<file path="src/rtl/serial_tx.sv">
// Parallel-to-serial transmitter: one BIT_SIZE-bit word per valid/ready accept, shifted out MSB-first,
// DIV clocks per bit. Define SERIAL_TX_PARITY_EN to append one odd-parity bit period after the data.
module serial_tx #(
    parameter int BIT_SIZE = 8,
    parameter int DIV      = 9,
    parameter int CNT_W    = 4
) (
    input  logic                clk,
    input  logic                i_sclr,
    input  logic                i_valid,
    input  logic [BIT_SIZE-1:0] i_data,
    output logic                o_ready,
    output logic                o_dat,
    output logic                o_busy,
    output logic                o_done,
    output logic                o_en
);

    localparam int BC_W = (BIT_SIZE > 1) ? $clog2(BIT_SIZE) : 1;

    if (DIV < 2 || DIV > 15) begin : g_div_range
        $error("serial_tx: DIV=%0d outside legal range 2..15", DIV);
    end
    if ((DIV - 1) >= (1 << CNT_W)) begin : g_cnt_width
        $error("serial_tx: CNT_W=%0d cannot hold DIV-1=%0d", CNT_W, DIV - 1);
    end

`ifdef SERIAL_TX_PARITY_EN
    typedef enum logic [1:0] {IDLE, SHIFT, PAR} state_t;
    logic par_q;
`else
    typedef enum logic [1:0] {IDLE, SHIFT} state_t;
`endif

    state_t              state_q;
    logic [BIT_SIZE-1:0] sr_q;
    logic [BIT_SIZE-1:0] sr_d;
    logic [CNT_W-1:0]    div_q;
    logic [BC_W-1:0]     bcnt_q;
    logic                dat_q;
    logic                done_q;
    logic                en_q;
    logic                tick;

    // en_q is set one clock early so it is high exactly while div_q == DIV-1
    assign tick = (div_q == CNT_W'(DIV - 1));
    assign sr_d = sr_q << 1;

    always_ff @(posedge clk or posedge i_sclr) begin
        if (i_sclr) begin
            state_q <= IDLE;
            sr_q    <= '0;
            div_q   <= '0;
            bcnt_q  <= '0;
            dat_q   <= 1'b0;
            done_q  <= 1'b0;
            en_q    <= 1'b0;
`ifdef SERIAL_TX_PARITY_EN
            par_q   <= 1'b0;
`endif
        end else begin
            done_q <= 1'b0;
            en_q   <= 1'b0;
            case (state_q)
                IDLE: begin
                    div_q <= '0;
                    dat_q <= 1'b0;
                    if (i_valid) begin
                        state_q <= SHIFT;
                        sr_q    <= i_data;
                        bcnt_q  <= '0;
                        dat_q   <= i_data[BIT_SIZE-1];
`ifdef SERIAL_TX_PARITY_EN
                        par_q   <= ~^i_data;
`endif
                    end
                end
                SHIFT: begin
                    if (tick) begin
                        div_q  <= '0;
                        sr_q   <= sr_d;
                        bcnt_q <= bcnt_q + 1'b1;
                        dat_q  <= sr_d[BIT_SIZE-1];
                        if (bcnt_q == BC_W'(BIT_SIZE - 1)) begin
`ifdef SERIAL_TX_PARITY_EN
                            state_q <= PAR;
                            dat_q   <= par_q;
`else
                            state_q <= IDLE;
                            dat_q   <= 1'b0;
                            done_q  <= 1'b1;
`endif
                        end
                    end else begin
                        div_q <= div_q + 1'b1;
                        en_q  <= (div_q == CNT_W'(DIV - 2));
                    end
                end
`ifdef SERIAL_TX_PARITY_EN
                PAR: begin
                    if (tick) begin
                        div_q   <= '0;
                        state_q <= IDLE;
                        dat_q   <= 1'b0;
                        done_q  <= 1'b1;
                    end else begin
                        div_q <= div_q + 1'b1;
                        en_q  <= (div_q == CNT_W'(DIV - 2));
                    end
                end
`endif
                default: state_q <= IDLE;
            endcase
        end
    end

    assign o_ready = (state_q == IDLE);
    assign o_busy  = (state_q != IDLE);
    assign o_dat   = dat_q;
    assign o_done  = done_q;
    assign o_en    = en_q;

endmodule

</file>
<file path="config.mk">
export PLATFORM = sky130hd
export DESIGN_NAME = serial_tx
export DESIGN_NICKNAME = d
export VERILOG_FILES = /design/src/rtl/serial_tx.sv
export SDC_FILE = /design/constraint.sdc
export NUM_CORES = 1
export LEC_CHECK = 0
export BUFFER_PORTS_ARGS = -buffer_cell sky130_fd_sc_hd__buf_2
export CORE_MARGIN = 10
export CORE_UTILIZATION = 50
export CTS_CLUSTER_SIZE = 16
export DETAILED_ROUTE_END_ITERATION = 6
export PLACE_DENSITY = 0.79
export SLEW_MARGIN = 20
export SYNTH_ARGS = -nofsm -noshare
export SYNTH_HDL_FRONTEND = slang
export SYNTH_SLANG_ARGS = --single-unit
</file>
<file path="constraint.sdc">
create_clock -name clk -period 2 [get_ports clk]
set_input_delay 0.6 -clock clk [delete_from_list [all_inputs] [get_ports clk]]
set_output_delay 0.6 -clock clk [all_outputs]
set_load 0.01 [all_outputs]
</file>
==> impl_metrics.toml <==
[power]
power.internal_uw = 819
peakVddDrop_uv = 688
pwr-share-seq_pct = 50.7
p_sw_uw = 422
p_sw_share_pct = 34.0
power_leakage_nw = 0.513
power_frac_comb_pct = 35.3
pwr-share-clk_pct = 13.9
power_density_mw_per_mm2 = 1260

[grt]
antenna_found_initial = 0
grt_pass1_vias = 629
grt_max_degree = 19
overflow = 0
grt_pass1_wl_um = 2780
track_usage_pct = 9.83

[drt]
wire_per_inst_um = 13.6
routed_wl_um = 1570
vias = 603
postRouteAntennaNets = 0
detail_route.iter0.violations = 19
drt-pass1-iter-count = 2
drc = 0
vias_per_cell = 5.24

[clock_tree]
tritoncts = "built"
path_clk_slew_ps = 100
cts_setup_buffers = 0
h-tree-depth = 1
clk_path_buf_depth = 2
cts.sink_count = 18
cts_resized = 0
hold_buffers = 0
clock_latency_ps = 290
cts_buffers = 3
cts_root_buf = "clkbuf_4"

[status]
outcome = "finished, final reports clean"

[worst_setup_path]
worst-r2r-setup-slack_ps = 400
reg2reg_depth = 5
critPathArrivalTime_ps = 1180
slowest_stage = "dfrtp_1"
critPathMaxFanout = 11
r2r-end = "sr_q[1]$_DFFE_PP0P_"
worstPathRequired_ps = 1400
slowest_delay_ps = 560
startpoint_type = "flip-flop"
path_cells = "inv_1 -> buf_2"
crit_type = "flip-flop to output pin"
r2r_start = "div_q[0]$_DFF_PP0_"
critPathLaunch = "state_q[0]$_DFFE_PP0P_"
crit_path_end_kind = "output pin"

[floorplan]
io_pins = 16
die_w_um = 62.0
die_h_um = 62.0
core_mm2 = 0.00171
num_rows = 15
start_util_pct = 51.7
dieArea_mm2 = 0.00385

[final_layout]
fin_area_um2 = 981
final_util_pct = 57.4
synthToLayoutAreaGrowth_pct = 11.0
antenna_cells = 0
nNetsFinal = 107
drive_gt1_share_pct = 31.1

[place]
io_buffer_count = 15
dp_hpwl_um = 1180
gp_congestion = 0.779
post_dp_cell_area_um2 = 958

[sta]
worstMarginPinSlew_ps = 682
post-route-period-util_pct = 88.9
finalSetupViolCount = 0
max_freq_mhz = 562
drv_slew = 0
setup_tns_ps = 0
slew_headroom_pct = 54.5
finalClockSkew_ps = 5.19
rsz0062_at_grt = "false"
layout_min_cycle_time_ps = 1780
final-hold-violation-count = 0

[synthesis]
postSynthCellCount = 75
syn-mean-instance-area_um2 = 11.8
ys_seq_area_share_pct = 51.0
synth_warnings = 0
ys_ff_latch = 18
synth_cell_type_count = 25
synth_nets = 90
netlist_area_um2 = 883

[run]
cap_violations = 0

[worst_hold_path]
hold_class = "primary input to async pin"
-- logic make-up after synthesis --
logic type / count (synthesis) / share of synthesized area (%)
compound gates: 13 / 12.2
fa+ha+maj: 4 / 5.67
buf+inv: 10 / 7.37
flops: 18 / 51.0
mux: 8 / 9.21
simple gates: 22 / 14.6
-- worst max-delay path, delay by kind of cell, from the launching register on --
family | cells | cell delay, ps
DFF | 1 | 560
buffers and inverters | 2 | 330
-- power groups by stage --
stage	Sequential (mW)	Combinational, mW	Clock [mW]
2_1_floorplan	0.618	0.369	0
3_3_place_gp	0.631	0.426	0
3_5_place_dp	0.637	0.442	0
4_1_cts	0.628	0.447	0.185
5_1_grt	0.655	0.506	0.201
6_report	0.629	0.438	0.173
-- area by class of cell --
cell class	count	area, µm²
tap	25	31.3
multi-input combinational	47	368
fill	150	727
sequential	18	450
clock buffer	3	22.5
inverter	5	18.8
timing repair buffer	17	90.1
-- flip-flops by register name, summed over array words and instances, names as in the netlist --
name,cells
sr_q,7
div_q,4
bcnt_q,3
o_dat,1
o_done,1
o_en,1
state_q,1
-- cells in the mapped netlist --
cell       count  area (µm²)
a22o_1         3        26.3
nand3_1        1        5.00
and2_1         2        12.5
a21oi_2        6        52.6
buf_6          3        33.8
mux2i_1        7        70.1
nand4b_1       1        8.76
dfrtp_1       18         450
nor2b_1        1        6.26
and4b_1        1        10.0
o2111ai_1      1        8.76
and3b_1        1        8.76
ha_1           4        50.1
o31ai_1        1        7.51
nand2_1        2        7.51
nor3_1         7        35.0
a21oi_1        1        5.00
inv_1          5        18.8
nor2_1         4        15.0
and4b_4        1        13.8
or2_1          1        6.26
o211ai_1       1        7.51
mux2_2         1        11.3
buf_4          1        7.51
buf_2          1        5.00
-- worst max path at each step --
stage                     slack (ps)                  end  cells after the start
after floorplan                  630  sr_q[1]$_DFFE_PP0P_                      5
after global placement           370  sr_q[6]$_DFFE_PP0P_                      4
after detailed placement         320  sr_q[4]$_DFFE_PP0P_                      4
after CTS                        210              o_ready                      2
after global routing             120              o_ready                      2
final                            220              o_ready                      2
-- cells in the final DEF, fill, tap and decap left out, drive strengths merged --
master | Yosys | layout
nor2b | 1 | 1
inv | 5 | 5
nand4b | 1 | 1
nand3 | 1 | 1
clkbuf | 0 | 3
o2111ai | 1 | 1
ha | 4 | 4
a22o | 3 | 3
nor2 | 4 | 4
nand2 | 2 | 2
buf | 5 | 17
mux2i | 7 | 7
mux2 | 1 | 1
a21oi | 7 | 7
dfrtp | 18 | 18
o31ai | 1 | 1
and2 | 2 | 2
nor3 | 7 | 7
or2 | 1 | 1
and4b | 2 | 2
o211ai | 1 | 1
and3b | 1 | 1
-- stage by stage --
step	instances	hold WS [ps]	setup WS, ps	total power, mW
floorplan	75	463	630	0.986
global placement	112	489	374	1.06
detailed placement	112	487	317	1.08
CTS	115	409	207	1.26
global route	115	444	118	1.36
finish	115	397	222	1.24
-- routing by layer --
metal  global-route usage [%]  routed length [µm]
met5                        0                   0
met4                     3.82                   6
met3                     5.08                 116
met2                     14.6                 721
met1                     11.7                 723
(Power assumes the default switching activity.)
